<file path="config.mk">
export PLATFORM = sky130hd
export DESIGN_NAME = arb_sched_ctrl_flat
export DESIGN_NICKNAME = d
export VERILOG_FILES = /design/src/rtl/arb_sched_ctrl_pkg.sv /design/src/rtl/arb_sched_ctrl_if.sv /design/src/rtl/arb_sched_ctrl_rr_pick.sv /design/src/rtl/arb_sched_ctrl.sv /design/src/flat_wrapper.sv
export SDC_FILE = /design/constraint.sdc
export NUM_CORES = 1
export LEC_CHECK = 0
export CAP_MARGIN = 20
export CELL_PAD_IN_SITES_DETAIL_PLACEMENT = 2
export CELL_PAD_IN_SITES_GLOBAL_PLACEMENT = 2
export CORE_MARGIN = 2
export CORE_UTILIZATION = 20
export DETAILED_ROUTE_END_ITERATION = 8
export PLACE_DENSITY_LB_ADDON = 0.1
export REMOVE_ABC_BUFFERS = 1
export SYNTH_ARGS = -nofsm -noshare
export SYNTH_HDL_FRONTEND = slang
export SYNTH_HIERARCHICAL = 1
export SYNTH_SLANG_ARGS = --single-unit
</file>
<file path="constraint.sdc">
create_clock -name clk -period 4.6 [get_ports clk]
set_input_delay 0.69 -clock clk [delete_from_list [all_inputs] [get_ports clk]]
set_output_delay 0.69 -clock clk [all_outputs]
set_load 0.01 [all_outputs]
</file>
<file path="src/rtl/arb_sched_ctrl_pkg.sv">
// Shared types and default sizes for the burst-aware round-robin output scheduler.
package arb_sched_pkg;

  typedef enum logic [0:0] {
    IDLE = 1'b0,
    LOCK = 1'b1
  } t_arb_sched_state;

  localparam int unsigned NUM_CLIENTS_DEF = 4;
  localparam int unsigned DATA_WIDTH_DEF  = 32;
  localparam int unsigned STAT_W_DEF      = 16;

endpackage

</file>
<file path="src/rtl/arb_sched_ctrl_if.sv">
// Requester/output-link bundle of the scheduler; master = queues + link, slave = scheduler.
interface arb_sched_ctrl_if
  import arb_sched_pkg::*;
#(
  parameter int unsigned NUM_CLIENTS = NUM_CLIENTS_DEF,
  parameter int unsigned DATA_WIDTH  = DATA_WIDTH_DEF,
  parameter int unsigned STAT_W      = STAT_W_DEF
);
  logic [NUM_CLIENTS-1:0]                 req_valid;
  logic [NUM_CLIENTS-1:0][DATA_WIDTH-1:0] req_data;
  logic [NUM_CLIENTS-1:0]                 req_last;
  logic [NUM_CLIENTS-1:0]                 req_ready;
  logic                                   out_valid;
  logic [DATA_WIDTH-1:0]                  out_data;
  logic                                   out_last;
  logic [NUM_CLIENTS-1:0]                 out_grant_id;
  logic                                   out_ready;
  logic                                   busy;
  logic [NUM_CLIENTS-1:0][STAT_W-1:0]     stat_cnt;

  modport master (
    output req_valid, req_data, req_last, out_ready,
    input  req_ready, out_valid, out_data, out_last, out_grant_id, busy, stat_cnt
  );

  modport slave (
    input  req_valid, req_data, req_last, out_ready,
    output req_ready, out_valid, out_data, out_last, out_grant_id, busy, stat_cnt
  );
endinterface

</file>
<file path="src/rtl/arb_sched_ctrl_rr_pick.sv">
// Rotating-priority find-first: first set request strictly after ptr_i, wrapping around.
module rr_pick #(
  parameter  int unsigned N  = 4,
  localparam int unsigned PW = (N > 1) ? $clog2(N) : 1
) (
  input  logic [N-1:0]  req_i,
  input  logic [PW-1:0] ptr_i,
  output logic [N-1:0]  grant_c_o,
  output logic          any_c_o
);
  logic          found;
  logic [PW-1:0] idx;

  // Scan N positions starting just after the pointer; first hit wins.
  always_comb begin
    grant_c_o = '0;
    found     = 1'b0;
    idx       = '0;
    for (int unsigned k = 1; k <= N; k++) begin
      idx = PW'((32'(ptr_i) + k) % N);
      if (!found && req_i[idx]) begin
        grant_c_o[idx] = 1'b1;
        found          = 1'b1;
      end
    end
  end

  assign any_c_o = |req_i;
endmodule

</file>
<file path="src/rtl/arb_sched_ctrl.sv">
// Burst-aware round-robin scheduler sharing one output stage between NUM_CLIENTS requesters.
// Optional per-client accepted-beat counters are built only when ARB_SCHED_STATS_EN is defined.
module arb_sched_ctrl
  import arb_sched_pkg::*;
#(
  parameter int unsigned NUM_CLIENTS = NUM_CLIENTS_DEF,
  parameter int unsigned DATA_WIDTH  = DATA_WIDTH_DEF,
  parameter int unsigned STAT_W      = STAT_W_DEF
) (
  input logic             clk,
  input logic             rst,
  arb_sched_ctrl_if.slave bus
);
  localparam int unsigned PW = (NUM_CLIENTS > 1) ? $clog2(NUM_CLIENTS) : 1;

  t_arb_sched_state       state_q, state_d;
  logic [PW-1:0]          rr_ptr_q, rr_ptr_d;
  logic [PW-1:0]          lock_id_q, lock_id_d;
  logic                   out_valid_q, out_valid_d;
  logic [DATA_WIDTH-1:0]  out_data_q, out_data_d;
  logic                   out_last_q, out_last_d;
  logic [NUM_CLIENTS-1:0] out_grant_q, out_grant_d;
  logic                   busy_q, busy_d;

  logic [NUM_CLIENTS-1:0] pick_grant_c;
  logic                   pick_any_c;
  logic [PW-1:0]          pick_idx_c;
  logic [PW-1:0]          sel_idx_c;
  logic                   can_load_c;
  logic [NUM_CLIENTS-1:0] req_ready_c;
  logic [NUM_CLIENTS-1:0] accept_c;

  rr_pick #(.N(NUM_CLIENTS)) u_rr_pick (
    .req_i     (bus.req_valid),
    .ptr_i     (rr_ptr_q),
    .grant_c_o (pick_grant_c),
    .any_c_o   (pick_any_c)
  );

  // One-hot grant to index for payload selection.
  always_comb begin
    pick_idx_c = '0;
    for (int unsigned i = 0; i < NUM_CLIENTS; i++) begin
      if (pick_grant_c[i]) pick_idx_c = PW'(i);
    end
  end

  // Grant, burst lock and output-stage next state; a drain and a load in one cycle overwrite.
  always_comb begin
    state_d     = state_q;
    rr_ptr_d    = rr_ptr_q;
    lock_id_d   = lock_id_q;
    out_valid_d = out_valid_q & ~bus.out_ready;
    out_data_d  = out_data_q;
    out_last_d  = out_last_q;
    out_grant_d = out_grant_q;
    req_ready_c = '0;
    sel_idx_c   = pick_idx_c;
    can_load_c  = ~out_valid_q | bus.out_ready;

    case (state_q)
      IDLE: begin
        if (can_load_c && pick_any_c) req_ready_c = pick_grant_c;
      end
      LOCK: begin
        sel_idx_c = lock_id_q;
        if (can_load_c) req_ready_c[lock_id_q] = 1'b1;
      end
      default: ;
    endcase

    accept_c = bus.req_valid & req_ready_c;

    if (|accept_c) begin
      out_valid_d = 1'b1;
      out_data_d  = bus.req_data[sel_idx_c];
      out_last_d  = bus.req_last[sel_idx_c];
      out_grant_d = req_ready_c;
      if (bus.req_last[sel_idx_c]) begin
        state_d  = IDLE;
        rr_ptr_d = sel_idx_c;
      end else begin
        state_d   = LOCK;
        lock_id_d = sel_idx_c;
      end
    end

    busy_d = (state_d == LOCK) | out_valid_d;
  end

  // State and output register; reset aborts any burst and drops the held beat.
  always_ff @(posedge clk) begin
    if (rst) begin
      state_q     <= IDLE;
      rr_ptr_q    <= PW'(NUM_CLIENTS - 1);
      lock_id_q   <= '0;
      out_valid_q <= 1'b0;
      out_data_q  <= '0;
      out_last_q  <= 1'b0;
      out_grant_q <= '0;
      busy_q      <= 1'b0;
    end else begin
      state_q     <= state_d;
      rr_ptr_q    <= rr_ptr_d;
      lock_id_q   <= lock_id_d;
      out_valid_q <= out_valid_d;
      out_data_q  <= out_data_d;
      out_last_q  <= out_last_d;
      out_grant_q <= out_grant_d;
      busy_q      <= busy_d;
    end
  end

  assign bus.req_ready    = req_ready_c;
  assign bus.out_valid    = out_valid_q;
  assign bus.out_data     = out_data_q;
  assign bus.out_last     = out_last_q;
  assign bus.out_grant_id = out_grant_q;
  assign bus.busy         = busy_q;

`ifdef ARB_SCHED_STATS_EN
  logic [NUM_CLIENTS-1:0][STAT_W-1:0] stat_q, stat_d;

  // Saturating count of accepted beats per client.
  always_comb begin
    stat_d = stat_q;
    for (int unsigned i = 0; i < NUM_CLIENTS; i++) begin
      if (accept_c[i] && (stat_q[i] != '1)) stat_d[i] = stat_q[i] + STAT_W'(1);
    end
  end

  // Counter register.
  always_ff @(posedge clk) begin
    if (rst) stat_q <= '0;
    else     stat_q <= stat_d;
  end

  assign bus.stat_cnt = stat_q;
`else
  assign bus.stat_cnt = '0;
`endif

  // At most one requester is offered the slot.
  always_ff @(posedge clk) begin
    if (!rst) a_rdy_onehot: assert ($onehot0(req_ready_c));
  end

  a_out_stable: assert property (@(posedge clk) disable iff (rst)
    (out_valid_q && !bus.out_ready) |=>
      (out_valid_q && $stable(out_data_q) && $stable(out_last_q) && $stable(out_grant_q)));

endmodule
</file>
<file path="src/flat_wrapper.sv">
// flat-port wrapper written by rule: the top's interface ports become plain ports
module arb_sched_ctrl_flat import arb_sched_pkg::*;
#(
  parameter int unsigned NUM_CLIENTS = NUM_CLIENTS_DEF,
  parameter int unsigned DATA_WIDTH  = DATA_WIDTH_DEF,
  parameter int unsigned STAT_W      = STAT_W_DEF
)
  (clk, rst, bus_req_valid, bus_req_data, bus_req_last, bus_out_ready, bus_req_ready, bus_out_valid, bus_out_data, bus_out_last, bus_out_grant_id, bus_busy, bus_stat_cnt);
  arb_sched_ctrl_if #(.NUM_CLIENTS(NUM_CLIENTS), .DATA_WIDTH(DATA_WIDTH), .STAT_W(STAT_W)) bus_i ();
  input logic clk;
  input logic rst;
  input wire logic [$bits(bus_i.req_valid)-1:0] bus_req_valid;
  input wire logic [$bits(bus_i.req_data)-1:0] bus_req_data;
  input wire logic [$bits(bus_i.req_last)-1:0] bus_req_last;
  input wire logic [$bits(bus_i.out_ready)-1:0] bus_out_ready;
  output wire logic [$bits(bus_i.req_ready)-1:0] bus_req_ready;
  output wire logic [$bits(bus_i.out_valid)-1:0] bus_out_valid;
  output wire logic [$bits(bus_i.out_data)-1:0] bus_out_data;
  output wire logic [$bits(bus_i.out_last)-1:0] bus_out_last;
  output wire logic [$bits(bus_i.out_grant_id)-1:0] bus_out_grant_id;
  output wire logic [$bits(bus_i.busy)-1:0] bus_busy;
  output wire logic [$bits(bus_i.stat_cnt)-1:0] bus_stat_cnt;
  assign bus_i.req_valid = bus_req_valid;
  assign bus_i.req_data = bus_req_data;
  assign bus_i.req_last = bus_req_last;
  assign bus_i.out_ready = bus_out_ready;
  assign bus_req_ready = bus_i.req_ready;
  assign bus_out_valid = bus_i.out_valid;
  assign bus_out_data = bus_i.out_data;
  assign bus_out_last = bus_i.out_last;
  assign bus_out_grant_id = bus_i.out_grant_id;
  assign bus_busy = bus_i.busy;
  assign bus_stat_cnt = bus_i.stat_cnt;
  arb_sched_ctrl #(.NUM_CLIENTS(NUM_CLIENTS), .DATA_WIDTH(DATA_WIDTH), .STAT_W(STAT_W)) u_core (.clk(clk), .rst(rst), .bus(bus_i));
endmodule
</file>
Yosys cells after proc, flatten, opt, wreduce, memory -nomap -nowiden
Cells that the tools add are included.
W data, S select, Z words.
- reductions and logical operators: 16
- magnitude comparators: 11
- multiplexer cells: 39
- bitwise gates (word level): 11
- add/subtract/negate cells: 4
- operator list (kind ; count):
    $bmux W32 S2 ; 1
    $mux W32 ; 1
    $mux W4 ; 6
    $lt A2 B3 Y1 const B ; 6
    $mux W1 ; 17
    $or A4 B4 Y4 ; 3
    $bmux W1 S2 ; 5
    $demux W1 S2 ; 5
    $ge A2 B1 Y1 const B ; 5
    $logic_and A1 B1 Y1 ; 9
    $pmux W4 S2 ; 1
    $reduce_or A4 Y1 ; 2
    $mux W2 ; 3
    $add A2 B1 Y2 const B ; 2
    $add A2 B2 Y2 const B ; 2
    $and A4 B4 Y4 ; 1
    $not A1 Y1 ; 4
    $reduce_and A2 Y1 ; 2
    $logic_not A1 Y1 ; 3
    $or A1 B1 Y1 ; 2
    $and A1 B1 Y1 ; 1
- output and inout bits: 107
- register bits after elaboration: 44
- logic and storage cells: 89
- input port bits: 139

Longest topological paths before layout
- word-level depth: 22
- depth in mapped cells: 13
- mapped depth without buffers: 11

By module
Netlist, hierarchy kept.
- modules (own cells, without submodules) (module ; instances ; area each (µm²) ; cells each):
    arb_sched_ctrl ; 1 ; 3140.5 ; 281
    rr_pick ; 1 ; 365.4 ; 39

Worst setup path before layout
Ideal clock, no wire load.
- kind: register to register
- from: reg u_core.rr_ptr_q[0]
- to: reg u_core.out_data_q[8] (netlist: u_core/bus.out_data[8])
- setup time: 128 ps
- setup slack: 1038 ps
- cell stages (with the launch flop): 13
- clock period less this slack: 3562 ps
- arrival: 3435 ps
- cells stage by stage: dfxtp_1 > inv_1 > ha_1 > mux4_1 > nor4b_4 > nand2_1 > o211ai_1 > nor2b_1 > o22ai_4 > buf_6 > mux4_1 > mux2i_1 > nor2_1
- elaborated cells between the ends (all ways): 58
- RTL lines (item ; line ; source):
    from (decl) ; arb_sched_ctrl.sv:17 ; logic [PW-1:0] rr_ptr_q, rr_ptr_d;
    from (signal assigned) ; arb_sched_ctrl.sv:95 ; rr_ptr_q <= PW'(NUM_CLIENTS - 1);
    from (signal assigned) ; arb_sched_ctrl.sv:104 ; rr_ptr_q <= rr_ptr_d;
    parallel branches: the longest is 12 deep, another holds $lt A2 B3 Y1 ; - ;
    $mux W4 (*) ; arb_sched_ctrl_rr_pick.sv:21 ; if (!found && req_i[idx]) begin
    net u_core.pick_grant_c[2] ; arb_sched_ctrl.sv:25 ; logic [NUM_CLIENTS-1:0] pick_grant_c;
    $mux W2 (2 in series) ; arb_sched_ctrl.sv:44 ; if (pick_grant_c[i]) pick_idx_c = PW'(i);
    $mux W2 ; arb_sched_ctrl.sv:61 ; case (state_q)
    $bmux W32 S2 ; arb_sched_ctrl.sv:76 ; out_data_d = bus.req_data[sel_idx_c];
    $mux W32 (implied by the code) ; arb_sched_ctrl.sv:76 ;
    to (signal assigned) ; arb_sched_ctrl.sv:107 ; out_data_q <= out_data_d;
    to (decl) ; arb_sched_ctrl.sv:20 ; logic [DATA_WIDTH-1:0] out_data_q, out_data_d;
Mark *: on every way through the listed nets, which the timed path passes. The select of a mux whose other input is x is not followed.
A chain may end at the register's enable or synchronous reset.

Worst setup path in the final report
- from: in bus_req_valid[2]
- to: out bus_req_ready[2]
- word-level cells in the longest chain between the ends: 14
- elaborated cells between the ends (all ways): 28
- ends and longest elaborated chain (item ; line ; source):
    from (decl) ; flat_wrapper.sv:12 ; input wire logic [$bits(bus_i.req_valid)-1:0] bus_req_valid;
    $bmux W1 S2 ; arb_sched_ctrl_rr_pick.sv:21 ;
    $mux W1 (implied by the code) ; arb_sched_ctrl_rr_pick.sv:21 ;
    $mux W1 ; arb_sched_ctrl_rr_pick.sv:21 ;
    $logic_not A1 Y1 ; arb_sched_ctrl_rr_pick.sv:21 ;
    $logic_and A1 B1 Y1 ; arb_sched_ctrl_rr_pick.sv:21 ;
    $mux W1 ; arb_sched_ctrl_rr_pick.sv:21 ;
    $logic_not A1 Y1 ; arb_sched_ctrl_rr_pick.sv:21 ;
    $logic_and A1 B1 Y1 ; arb_sched_ctrl_rr_pick.sv:21 ;
    $mux W1 ; arb_sched_ctrl_rr_pick.sv:21 ;
    $logic_not A1 Y1 ; arb_sched_ctrl_rr_pick.sv:21 ;
    $logic_and A1 B1 Y1 ; arb_sched_ctrl_rr_pick.sv:21 ;
    $mux W4 (*) ; arb_sched_ctrl_rr_pick.sv:21 ;
    net u_core.pick_grant_c[2] ; arb_sched_ctrl.sv:25 ;
    $mux W4 (*) ; arb_sched_ctrl.sv:63 ; if (can_load_c && pick_any_c) req_ready_c = pick_grant_c;
    $pmux W4 S2 (*) ; arb_sched_ctrl.sv:61 ;
    to (decl) ; flat_wrapper.sv:16 ; output wire logic [$bits(bus_i.req_ready)-1:0] bus_req_ready;
The timed path passes the listed nets; every way through them passes the cells marked *. The select of a mux whose other input is x is not followed.

==> metrics <==
run status finished clean; Top Metal Used met4; Ports 246; Cell variety after synth 39; Arr. time, crit path 3470 ps; sum of buffers and inverters on the critical path 2; share of total power consumed by net switching 0.410; Crit Path Category in -> out; Cell Area, Synth roughly 0.0035 mm²; capture point of the worst reg-to-reg path u_core/bus.out_data[3]; met2 wirelength from detailed routing 6.53 mm; critical path fanouts, max 10; # rows 48; final weighted congestion in routability-driven placement roughly 0.75; initial antenna violation count 0; FF-to-FF path depth 12; CTS Buffer Depth 2; clock latency reported for the late side of the worst-skew pair 290 ps; Die X-Extent 136 µm; post-route cell area 0.00551 mm²; number of violations of the max-capacitance limit 0; unrepaired setup endpoints after global routing false; chain of cells forming the critical path clkdlybuf4s50_1 > mux4_2 > nor4b_4 > nand2_1 > o211ai_1 > a2bb2oi_1 > nor2_1 > clkdlybuf4s50_1; Detail Placement HPWL 10.2 mm; total of hold buffers inserted after clock tree synthesis 0; met3 layer wire length in the routed design approximately 1.2 mm; Fin Clk Skew between 10 and 15 ps; min setup slack post-route between 400 and 500 ps; fraction of post-synthesis cell area in the top cell type by area 0.251; maximum number of pins on one net before global-route repair 48; number of hold violations in the final report 0; metal1 wirelength 4.78 mm; number of standard cells after synthesis 320; worst hold path type reg -> reg; Leak Pwr approximately 0.0023 µW; number of synthesis warnings 6; Int Pwr 2410 µW; top area cells in the synthesized netlist dfxtp_1 25%, mux4_1 19%, buf_4 14%; WL/cell 17.4 µm; number of CTS-inserted buffers 5; Post-synth ARST share 0; largest area contributor in the netlist dfxtp_1; number of setup violations in the final report 0; required time reported for the critical path endpoint 3910 ps; Relative slew margins 0.390; net load switching power 1670 µW; master of the slowest instance on the critical path mux4_2; overflow left after global routing 0; Die Outline Area 0.0186 mm²; iteration count of the initial detailed-routing pass 3; global-route usage over all layers 0.134; crit path from bus_req_valid[2]; clock share of power 0.109; most common library cell in the layout ignoring fill and taps clkdlybuf4s50_1; count of port buffers added during placement 181; final critical-path required period 4160 ps; number of H-tree levels 2; Power Density 739 mW/mm²; element type at the critical path start input pin; share of cells above drive strength 1 0.0704; synthesis-to-finish area growth 57.2%; critical path endpoint category output port; most frequent cells in the layout 180 x clkdlybuf4s50_1, 64 x conb_1, 45 x nor2_1, 44 x dfxtp_1, 39 x mux2i_1; Highest Clock Rate 241 MHz; post-layout power between 4000 and 5000 µW; number of nets in the layout 643; flop-to-flop setup slack 850 ps; worst-case vdd ir drop 0.382 mV; most frequently used flop master after synthesis dfxtp_1; CTS tree yes; fin crit share 0.904; number of gates given a new drive strength after cts 0; placed instance area between 0.005 and 0.006 mm²; initial core utilization 0.203; via total after detailed routing 2982; via count of the first global-routing pass between 3000 and 4000; number of max-slew violations in the final report 0; Iter 0 DRT Violations 59; mean instance size in the synthesized netlist 11.0 µm²; count of flip-flops with a built-in enable after synthesis 0; CTS clock-pin slew for the worst setup and hold paths ~60 ps; gate family responsible for the most delay along the worst path buffers and inverters; CTS Root Cell clkbuf_16; DRC 0; count of buffers added by post-CTS timing repair for setup 0; slew at the pin closest to its max-slew limit 916 ps; synthesized flop and latch total between 40 and 50; drt via density 4.13; last element of the critical path bus_req_ready[2]; total number of clock tree sinks 44; part of the total power dissipated in combinational logic 0.732; cell count along the critical path 8; pre-CTS setup slack 328 ps; antenna violation net count after detailed routing 0; Setup TNS 0 ps; sequential fraction of design power 0.159; first-pass GRT wire length 18.8 mm; CP peak stage delay ~650 ps; Crit path top cell by count clkdlybuf4s50_1; portion of the post-synthesis area used by sequential elements 0.251; die outline height 136 µm; total length of routed wires 12.6 mm; reg-to-reg startpoint u_core/rr_ptr_q[1]; diode count 0; core footprint 0.0172 mm²
==> cells by family (layout without fill, tap and decap cells) <==
kind of cell / after synthesis / in the layout / synth area share
mux: 77 / 77 / 0.376
flops: 44 / 44 / 0.251
compound gates: 28 / 28 / 0.0635
fa+ha+maj: 8 / 8 / 0.0286
simple gates: 73 / 73 / 0.101
other cells: 1 / 64 / 0.00107
buf+inv: 89 / 203 / 0.179
==> layer usage <==
layer / GRT usage / vias up
met3: 0.0500 / 7
met2: 0.240 / 125
met4: 0.0295 / 0
li1: - / 1395
met1: 0.151 / 1455
met5: 0 / -
==> cell usage after synthesis, drive strengths merged, types with 5 or more instances <==
cell    count
a21oi       7
buf        75
clkbuf      6
dfxtp      44
ha          8
inv         8
mux2i      39
mux4       36
nand2       7
nor2       46
nor2b       7
nor3b       6
o211ai      5
==> final cells by class <==
cell class | instances | area [µm²]
clock buffer | 7 | 153
clock inverter | 1 | 30.0
fill | 1870 | 11700
inverter | 8 | 30.0
multi-input combinational | 250 | 2250
sequential | 44 | 881
tap | 225 | 282
timing repair buffer | 187 | 1890
==> sequential cells by signal, indices dropped and copies added (netlist names) <==
signal / flops
u_core/bus.out_grant_id: 4
u_core/bus.busy: 1
u_core/state_q: 1
u_core/bus.out_last: 1
u_core/bus.out_valid: 1
u_core/lock_id_q: 2
u_core/bus.out_data: 32
u_core/rr_ptr_q: 2
==> worst register-to-register path, stage by stage, from the launching register on <==
cell	delay, ps
dfxtp_1	330
inv_1	90
ha_1	340
mux4_1	650
nor4b_4	320
nand2_1	100
o211ai_1	240
nor2b_1	160
o22ai_4	170
buf_12	280
mux4_1	700
mux2i_1	160
nor2_1	50
==> per-stage QoR <==
| stage | hold WS (ps) | instances | utilization |
|---|---|---|---|
| 6_report | 465 | 722 | 0.320 |
| 5_1_grt | 506 | 722 | 0.320 |
| 4_1_cts | 466 | 722 | 0.320 |
| 3_5_place_dp | 457 | 714 | 0.309 |
| 3_3_place_gp | 448 | 714 | 0.309 |
| 2_1_floorplan | 474 | 302 | - |
==> worst min-delay path by stage <==
stage	end	slack (ps)	depth (start not counted)	from
6_report	u_core/bus.out_last	470	2	u_core/bus.out_last
5_1_grt	u_core/bus.out_last	510	2	u_core/bus.out_last
4_1_cts	u_core/bus.out_last	470	2	u_core/bus.out_last
3_5_place_dp	u_core/bus.out_last	460	2	u_core/bus.out_last
3_3_place_gp	u_core/bus.out_last	450	2	u_core/bus.out_last
2_1_floorplan	u_core/bus.out_last	470	2	u_core/bus.out_last
==> power groups by stage <==
stage          combinational, µW  sequential, µW  clock [µW]
2_1_floorplan               1860             720           0
3_3_place_gp                3040             650           0
3_5_place_dp                3070             657           0
4_1_cts                     3080             654         465
5_1_grt                     3270             674         481
6_report                    2980             650         445
(Power assumes the default switching activity.)
